===== src/rtl/bp_resolver_pkg.sv =====
// Shared constants for the branch-prediction resolver: direction encodings,
// FSM state encodings and the width of a queued prediction entry.
package bp_resolver_pkg;

    localparam logic TAKEN     = 1'b1;
    localparam logic NOT_TAKEN = 1'b0;

    localparam logic [0:0] ST_RUN   = 1'b0;
    localparam logic [0:0] ST_FLUSH = 1'b1;

    // A queued entry is {idx, taken}, with the predicted direction in bit 0.
    function automatic int entry_w(input int idx_w);
        return idx_w + 1;
    endfunction

endpackage


===== src/rtl/bp_fifo.sv =====
// In-order queue of in-flight predictions. Clear beats push and pop so a
// wrong-path fetch in the flush cycle never lands in the queue.
module bp_fifo #(
    parameter int DEPTH = 4,
    parameter int W     = 5
) (
    input  logic                           i_clk,
    input  logic                           i_reset,
    input  logic                           i_clear,
    input  logic                           i_push,
    input  logic                           i_pop,
    input  logic [W-1:0]                   i_wdata,
    output logic [W-1:0]                   o_rdata,
    output logic [$clog2(DEPTH+1)-1:0]     o_count
);
    localparam int AW = $clog2(DEPTH);
    localparam int CW = $clog2(DEPTH+1);
    localparam logic [CW-1:0] FULL_C = CW'(DEPTH);

    logic [DEPTH-1:0][W-1:0] r_mem;
    logic [AW-1:0]           r_wr;
    logic [AW-1:0]           r_rd;
    logic [CW-1:0]           r_cnt;
    logic                    w_do_push;
    logic                    w_do_pop;

    assign w_do_push = i_push && (r_cnt != FULL_C) && !i_clear;
    assign w_do_pop  = i_pop && (r_cnt != '0) && !i_clear;

    // Storage needs no reset: occupancy alone decides what is valid.
    always_ff @(posedge i_clk) begin
        if (w_do_push && !i_reset)
            r_mem[r_wr] <= i_wdata;
    end

    always_ff @(posedge i_clk) begin
        if (i_reset || i_clear) begin
            r_wr  <= '0;
            r_rd  <= '0;
            r_cnt <= '0;
        end else begin
            if (w_do_push) r_wr <= r_wr + 1'b1;
            if (w_do_pop)  r_rd <= r_rd + 1'b1;
            case ({w_do_push, w_do_pop})
                2'b10:   r_cnt <= r_cnt + 1'b1;
                2'b01:   r_cnt <= r_cnt - 1'b1;
                default: r_cnt <= r_cnt;
            endcase
        end
    end

    assign o_rdata = r_mem[r_rd];
    assign o_count = r_cnt;

endmodule


===== src/rtl/bp_resolver.sv =====
// Resolves queued fetch-time predictions in order against execute outcomes,
// trains the predictor, pulses mispredict/flush and keeps saturating stats.
module bp_resolver
    import bp_resolver_pkg::*;
#(
    parameter int DEPTH = 4,
    parameter int IDX_W = 4,
    parameter int CNT_W = 16
) (
    input  logic                         i_clk,
    input  logic                         i_reset,
    input  logic                         i_pred_valid,
    input  logic                         i_pred_taken,
    input  logic [IDX_W-1:0]             i_pred_idx,
    output logic                         o_pred_ready,
    input  logic                         i_res_valid,
    input  logic                         i_res_taken,
    output logic                         o_res_ready,
    output logic                         o_upd_valid,
    output logic [IDX_W-1:0]             o_upd_idx,
    output logic                         o_upd_taken,
    output logic                         o_mispredict,
    output logic [$clog2(DEPTH+1)-1:0]   o_inflight,
    output logic [CNT_W-1:0]             o_br_count,
    output logic [CNT_W-1:0]             o_miss_count
);
    localparam int EW = entry_w(IDX_W);
    localparam int CW = $clog2(DEPTH+1);
    localparam logic [CW-1:0] FULL_C = CW'(DEPTH);

    logic [0:0]       r_state;
    logic             r_upd_valid;
    logic [IDX_W-1:0] r_upd_idx;
    logic             r_upd_taken;
    logic             r_mispredict;
    logic [CNT_W-1:0] r_br_count;
    logic [CNT_W-1:0] r_miss_count;

    logic [EW-1:0]    w_head;
    logic [CW-1:0]    w_count;
    logic             w_pred_ready;
    logic             w_res_ready;
    logic             w_push;
    logic             w_pop;
    logic             w_miss;

    // Readiness looks at current occupancy only; a same-cycle pop frees nothing.
    assign w_pred_ready = (r_state == ST_RUN) && (w_count != FULL_C);
    assign w_res_ready  = (r_state == ST_RUN) && (w_count != '0);
    assign w_push       = i_pred_valid && w_pred_ready;
    assign w_pop        = i_res_valid && w_res_ready;
    assign w_miss       = w_pop && (i_res_taken != w_head[0]);

    bp_fifo #(
        .DEPTH (DEPTH),
        .W     (EW)
    ) u_fifo (
        .i_clk   (i_clk),
        .i_reset (i_reset),
        .i_clear (w_miss),
        .i_push  (w_push),
        .i_pop   (w_pop),
        .i_wdata ({i_pred_idx, i_pred_taken}),
        .o_rdata (w_head),
        .o_count (w_count)
    );

    always_ff @(posedge i_clk) begin
        if (i_reset) begin
            r_state      <= ST_RUN;
            r_upd_valid  <= 1'b0;
            r_upd_idx    <= '0;
            r_upd_taken  <= NOT_TAKEN;
            r_mispredict <= 1'b0;
            r_br_count   <= '0;
            r_miss_count <= '0;
        end else begin
            r_state      <= w_miss ? ST_FLUSH : ST_RUN;
            r_upd_valid  <= w_pop;
            r_mispredict <= w_miss;
            if (w_pop) begin
                r_upd_idx   <= w_head[EW-1:1];
                r_upd_taken <= i_res_taken;
                if (r_br_count != '1)
                    r_br_count <= r_br_count + 1'b1;
            end
            if (w_miss && (r_miss_count != '1))
                r_miss_count <= r_miss_count + 1'b1;
        end
    end

    assign o_pred_ready = w_pred_ready;
    assign o_res_ready  = w_res_ready;
    assign o_upd_valid  = r_upd_valid;
    assign o_upd_idx    = r_upd_idx;
    assign o_upd_taken  = r_upd_taken;
    assign o_mispredict = r_mispredict;
    assign o_inflight   = w_count;
    assign o_br_count   = r_br_count;
    assign o_miss_count = r_miss_count;

endmodule


===== config.mk =====
export PLATFORM = sky130hd
export DESIGN_NAME = bp_resolver
export DESIGN_NICKNAME = d
export VERILOG_FILES = /design/src/rtl/bp_resolver_pkg.sv /design/src/rtl/bp_fifo.sv /design/src/rtl/bp_resolver.sv
export SDC_FILE = /design/constraint.sdc
export NUM_CORES = 1
export LEC_CHECK = 0
export ABC_AREA = 1
export BUFFER_PORTS_ARGS = -buffer_cell sky130_fd_sc_hd__buf_4
export CORE_MARGIN = 8
export CORE_UTILIZATION = 55
export CTS_BUF_LIST = sky130_fd_sc_hd__clkbuf_8
export DETAILED_ROUTE_END_ITERATION = 8
export PLACE_DENSITY = 0.82
export SYNTH_ARGS = -nofsm -noshare
export SYNTH_HDL_FRONTEND = slang
export SYNTH_HIERARCHICAL = 1
export SYNTH_SLANG_ARGS = --single-unit

===== constraint.sdc =====
create_clock -name i_clk -period 6.9 [get_ports i_clk]
set_input_delay 1.725 -clock i_clk [delete_from_list [all_inputs] [get_ports i_clk]]
set_output_delay 1.725 -clock i_clk [all_outputs]
set_load 0.005 [all_outputs]

* Word-level counts from Yosys, hierarchy flattened
Cells that the tools add are included.
W data, S select, Z words.
** Storage, ports and cells
- Register bits after elaboration :: 67
- Input port bits :: 10
- Output and inout bits :: 44
- Word-level logic and storage cells :: 55
** Cells by class
- Add/subtract/negate cells :: 6
- Order comparisons :: 3
- Eq/ne operators :: 6
- Multiplexer cells :: 7
- Bitwise gates (word level) :: 1
- Reduce and logical (&&, ||, !) cells :: 18
** Operator list (count)
- $add A16 B1 Y16 const B :: 2
- $ne A16 B16 Y1 const B :: 2
- $bwmux W20 :: 1
- $logic_and A1 B1 Y1 :: 12
- $bmux W5 S2 :: 1
- $demux W5 S2 :: 1
- $mux W5 :: 2
- $lt A2 B3 Y1 const B :: 2
- $pmux W3 S2 :: 1
- $add A2 B1 Y2 const B :: 2
- $add A3 B1 Y3 const B :: 1
- $ne A3 B3 Y1 const B :: 1
- $reduce_bool A3 Y1 :: 1
- $sub A3 B1 Y3 const B :: 1
- $eq A2 B1 Y1 const B :: 1
- $eq A2 B2 Y1 const B :: 1
- $ge A2 B1 Y1 const B :: 1
- $logic_not A1 Y1 :: 2
- $reduce_and A2 Y1 :: 1
- $reduce_bool A2 Y1 :: 1
- $logic_or A1 B1 Y1 :: 1
- $mux W1 :: 1
- $ne A1 B1 Y1 :: 1
- $not A1 Y1 :: 1

* Depth between registers and ports, before layout
- Depth after elaboration :: 8
- Mapped depth :: 21
- Gate-level depth less buffers :: 20

* Cells and area by module
Netlist, hierarchy kept.
** Modules (own cells, without submodules)
- bp_resolver :: instances 1, cells an instance 342, area each 2220.9 um^2
- bp_fifo :: instances 1, cells an instance 118, area each 1216.2 um^2

* Worst setup path after synthesis
Ideal clock, no wire load.
- Path type :: in2reg
- Start point :: input i_res_valid
- End point :: register u_fifo.r_cnt[2], in the netlist u_fifo/o_count[2]
- Library setup time :: 0.113 ns
- Arrival :: 3.318 ns
- Required time :: 6.787 ns
- Setup slack :: 3.469 ns
- Cell stages on the path :: 16
- Cells stage by stage :: nand3_4 inv_1 buf_2 inv_1 nor2_1 nand2_1 inv_1 ha_1 inv_2 fa_1 inv_1 nand2_1 nand3_1 nand2_1 nand2_1 nor2_1
** Between the ends
- Longest elaborated chain between the ends :: 6
- Elaborated cells between the ends (all ways) :: 11
- Classes of those cells :: eq/ne: 2; mux: 1; reduce/logical: 8
** RTL lines
- start, declared :: RTL line bp_resolver.sv:16 : input logic i_res_valid,
- $logic_and A1 B1 Y1 * :: RTL line bp_resolver.sv:51 : assign w_pop = i_res_valid && w_res_ready;
- net w_pop :: RTL line bp_resolver.sv:44 : logic w_pop;
- $logic_and A1 B1 Y1 :: RTL line bp_resolver.sv:52 : assign w_miss = w_pop && (i_res_taken != w_head[0]);
- $logic_not A1 Y1 :: RTL line bp_fifo.sv:28 : assign w_do_pop = i_pop && (r_cnt != '0) && !i_clear;
- $logic_and A1 B1 Y1 * :: RTL line bp_fifo.sv:28
- net u_fifo.w_do_pop :: RTL line bp_fifo.sv:25 : logic w_do_pop;
- $eq A2 B1 Y1 or $eq A2 B2 Y1 (tied branches) :: RTL line bp_fifo.sv:44 : case ({w_do_push, w_do_pop})
- $pmux W3 S2 or $reduce_bool A2 Y1 (tied branches)
- end signal, assigned :: RTL line bp_fifo.sv:45 : 2'b10: r_cnt <= r_cnt + 1'b1;
- end signal, assigned :: RTL line bp_fifo.sv:46 : 2'b01: r_cnt <= r_cnt - 1'b1;
- end signal, assigned :: RTL line bp_fifo.sv:47 : default: r_cnt <= r_cnt;
- end, declared :: RTL line bp_fifo.sv:23 : logic [CW-1:0] r_cnt;
The timed path passes the listed nets; every way through them passes the cells marked *.
A chain may end at the register's enable or synchronous reset.

* Worst setup path in the final report
- Start point :: input i_res_valid
- End point :: register u_fifo.r_cnt[2], in the netlist u_fifo/o_count[2]
** Between the ends
- Longest elaborated chain between the ends :: 6
- Elaborated cells between the ends (all ways) :: 11
- Classes of those cells :: eq/ne: 2; mux: 1; reduce/logical: 8
** RTL lines (RTL line)
- $logic_and A1 B1 Y1 * :: bp_resolver.sv:51
- $logic_and A1 B1 Y1 :: bp_resolver.sv:52
- $logic_not A1 Y1 :: bp_fifo.sv:28
- $logic_and A1 B1 Y1 * :: bp_fifo.sv:28
- net u_fifo.w_do_pop :: bp_fifo.sv:25
- $eq A2 B1 Y1 or $eq A2 B2 Y1 (tied branches) :: bp_fifo.sv:44
- $pmux W3 S2 or $reduce_bool A2 Y1 (tied branches)
Marked as above.

==> impl_results.md <==
* Dominant synthesized flop cell: dfxtp_1
* GP Congestion at about 0.83
* Vias at 3076
* RR Endpoint: u_fifo/o_count[2]$_SDFFE_PP0P_
* Setup TNS at 0 ns
* First-pass GRT wire length at 12600 microns
* Antenna viol nets, final at 0
* Crit path kind: primary input to register
* Hold Path End: o_upd_idx[3]$_SDFFE_PP0P_
* Worst Hold Class: register to register
* Power Dens Cells at 287 nW/um^2
* Clock skew at 0.00964 ns
* Worst-path maximum fanout at 16
* Startpoint Class: primary input
* Die height at 95.1 microns
* Max capacitance violation total at 0
* I/O Buffers at 53
* Max transition margin at between 50% and 60%
* CTS tree: built
* Asr flop ratio synth at 0%
* Synth cell types at 34
* Starting density of the core at 55.4%
* CTS clk-pin slew, worst paths at 0.07 ns
* Vias per cell at ~5.2
* Post-CTS Setup Inserts at 0
* Die width at 95.1 microns
* Mapped Area at around 3400 sq um
* Post-synthesis sequential area ratio at 44.3%
* RSZ-0062 raised after global routing: false
* Final setup vio count at 0
* CTS sink count at 66
* HP Start: o_upd_idx[3]$_SDFFE_PP0P_
* Flop2flop setup slack at ~4.2 ns
* All-Layer GR Usage at between 10% and 20%
* Layout net count at 532
* Power Total at 1170 uW
* Worst r2r path cells at 17
* Mean post-synth cell area at roughly 7.5 sq um
* Fin area at 4050 sq um
* Post-Syn Instances at 460
* Peak supply drop at 194 uV
* Fmax achieved at between 200 and 300 MHz
* CTS hold repair buffers at 0
* Crit path arrival time at 3.75 ns
* Dpl cell area at 3860 sq um
* Post-cts resize count at 0
* Num ports at 54
* Pleak at 0.00173 uW
* Largest net degree at the start of global routing at 28
* Syn_nets at 478
* Number of global-route vias before repair at 2861
* Critical path endpoint category: register
* Warning count from the yosys run at 6
* H-tree depth at 3
* Synth Register Bits at 66
* Commonest cells after routing, fill and taps aside: nand2_1, nor2_1, buf_4, dfxtp_1, inv_1
* Share of layout cells above drive strength 1 at around a fifth
* Root buffer cell: clkbuf_8
* Grt ovf at 0
* WL final at 7550 microns
* DRT iter0 DRCs at 190
* Clk_lat worst skew at 0.34 ns
* Clk buf depth at 2
* Reg-to-Reg Start: u_fifo/r_rd[0]$_SDFFE_PP0P_
* Diode count at 0
* Commonest non-fill, non-tap cell in the layout: nand2_1
* Initial antenna violation count at 0
* Area grow syn2layout at 17.9%
* Hold path depth at 2
* Number of flops mapped to enable cells by yosys at 20
* Crit path time final at 3.52 ns
* Residual DRC at 0
* Pre-Repair DR Iteration Count at 4
* Post-DP HPWL at 5520 microns
* Core Footprint at 6200 sq um
* Status: finished clean
* Final Max Tran Viols at 0
* Die ar. at 9030 sq um
* Slew at the pin with the worst max-slew slack at just over 0.7 ns
* Hold_ws at 0.477 ns
* Site row count at 29
* Final Hold Viols at 0
* Final Cycle Share at between 50 and 60%
* Req. time, crit path at 7.13 ns
* Avg WL per Cell at 12.7 microns
* Total CTS buffers at 9
sequential cells by signal, summed over array words and instances, names as in the netlist, 2 cells and up:
register,count
u_fifo/r_rd,2
o_br_count,16
u_fifo/r_mem,20
o_upd_idx,4
u_fifo/o_count,3
o_miss_count,16
u_fifo/r_wr,2
Yosys cell counts (2+ instances only):
cell type / number / area [sq um]
o21ai_1: 10 / 50.1
nand3_1: 24 / 120
nor2_4: 3 / 33.8
o22ai_1: 5 / 31.3
nor2_1: 93 / 349
edfxtp_1: 20 / 601
inv_2: 8 / 30.0
nand4_1: 9 / 56.3
nand2_4: 5 / 56.3
xor2_1: 5 / 43.8
xnor2_1: 4 / 35.0
nand3_2: 2 / 20.0
a31oi_1: 3 / 18.8
o21ai_0: 15 / 75.1
buf_2: 4 / 20.0
a21oi_1: 22 / 110
nand2_1: 108 / 405
ha_1: 7 / 87.6
inv_1: 40 / 150
buf_6: 2 / 22.5
clkbuf_1: 2 / 7.51
nor2_2: 7 / 43.8
nand2_2: 3 / 18.8
dfxtp_1: 46 / 921
a21oi_2: 4 / 35.0
how the worst max path moves through the flow:
| stage | depth (start not counted) | end | slack, ns | startpoint |
|---|---|---|---|---|
| after CTS | 16 | u_fifo/o_count[2]$_SDFFE_PP0P_ | 3.40 | i_res_valid |
| after floorplan | 16 | u_fifo/o_count[2]$_SDFFE_PP0P_ | 3.47 | i_res_valid |
| after global routing | 16 | u_fifo/o_count[2]$_SDFFE_PP0P_ | 3.07 | i_res_valid |
| final | 14 | u_fifo/o_count[2]$_SDFFE_PP0P_ | 3.38 | i_res_valid |
| after global placement | 16 | u_fifo/o_count[2]$_SDFFE_PP0P_ | 3.14 | i_res_valid |
| after detailed placement | 16 | u_fifo/o_count[2]$_SDFFE_PP0P_ | 3.06 | i_res_valid |
layout make-up:
class,instances,area (sq um)
repair buffers,53,398
clock inverters,7,71.3
flip-flops and latches,66,1520
clock buffers,9,124
fillers,540,2150
well taps,77,96.3
inverters,50,193
multi-input cells,334,1650
layer usage:
layer | vias to the layer above | global-route usage, % | wire length (microns)
met4 | 0 | 7.28 | 109
met2 | 83 | 31.8 | 3870
met5 | - | 0 | 0
li1 | 1575 | - | -
met3 | 10 | 4.25 | 447
met1 | 1408 | 19.3 | 3120
critical path, stage by stage:
cell and delay, ns:
buf_4 0.10, nand3_4 0.17, inv_1 0.37, inv_1 0.08
nor2_1 0.13, nand2_1 0.12, inv_1 0.08, ha_1 0.17
inv_2 0.05, fa_1 0.38, nand2_1 0.08, nand3_1 0.10
nor2_1 0.13, nor2_1 0.06
per-stage QoR:
stage	instances	setup WS, ns	util, %
after floorplan	460	3.47	-
after global placement	580	3.14	62.2
after detailed placement	580	3.06	62.2
after CTS	596	3.40	65.3
after global routing	596	3.07	65.3
final	596	3.38	65.3
cell families (layout without fill, tap and decap cells):
logic type	count (synthesis)	in the layout	synth area share [%]
AO/OA/AOI/OAI	59	59	9.32
XOR/XNOR	9	9	2.29
adder cells (fa/ha/maj)	8	8	3.13
buffers and inverters	60	119	7.75
flip-flops	66	66	44.3
AND/OR/NAND/NOR	258	258	33.2
where the power goes:
group | internal, uW | switching, uW | total [uW]
Clock | 166 | 153 | 319
Sequential | 455 | 59.2 | 514
Combinational | 141 | 191 | 332
Power figures use the tool's default switching activity.
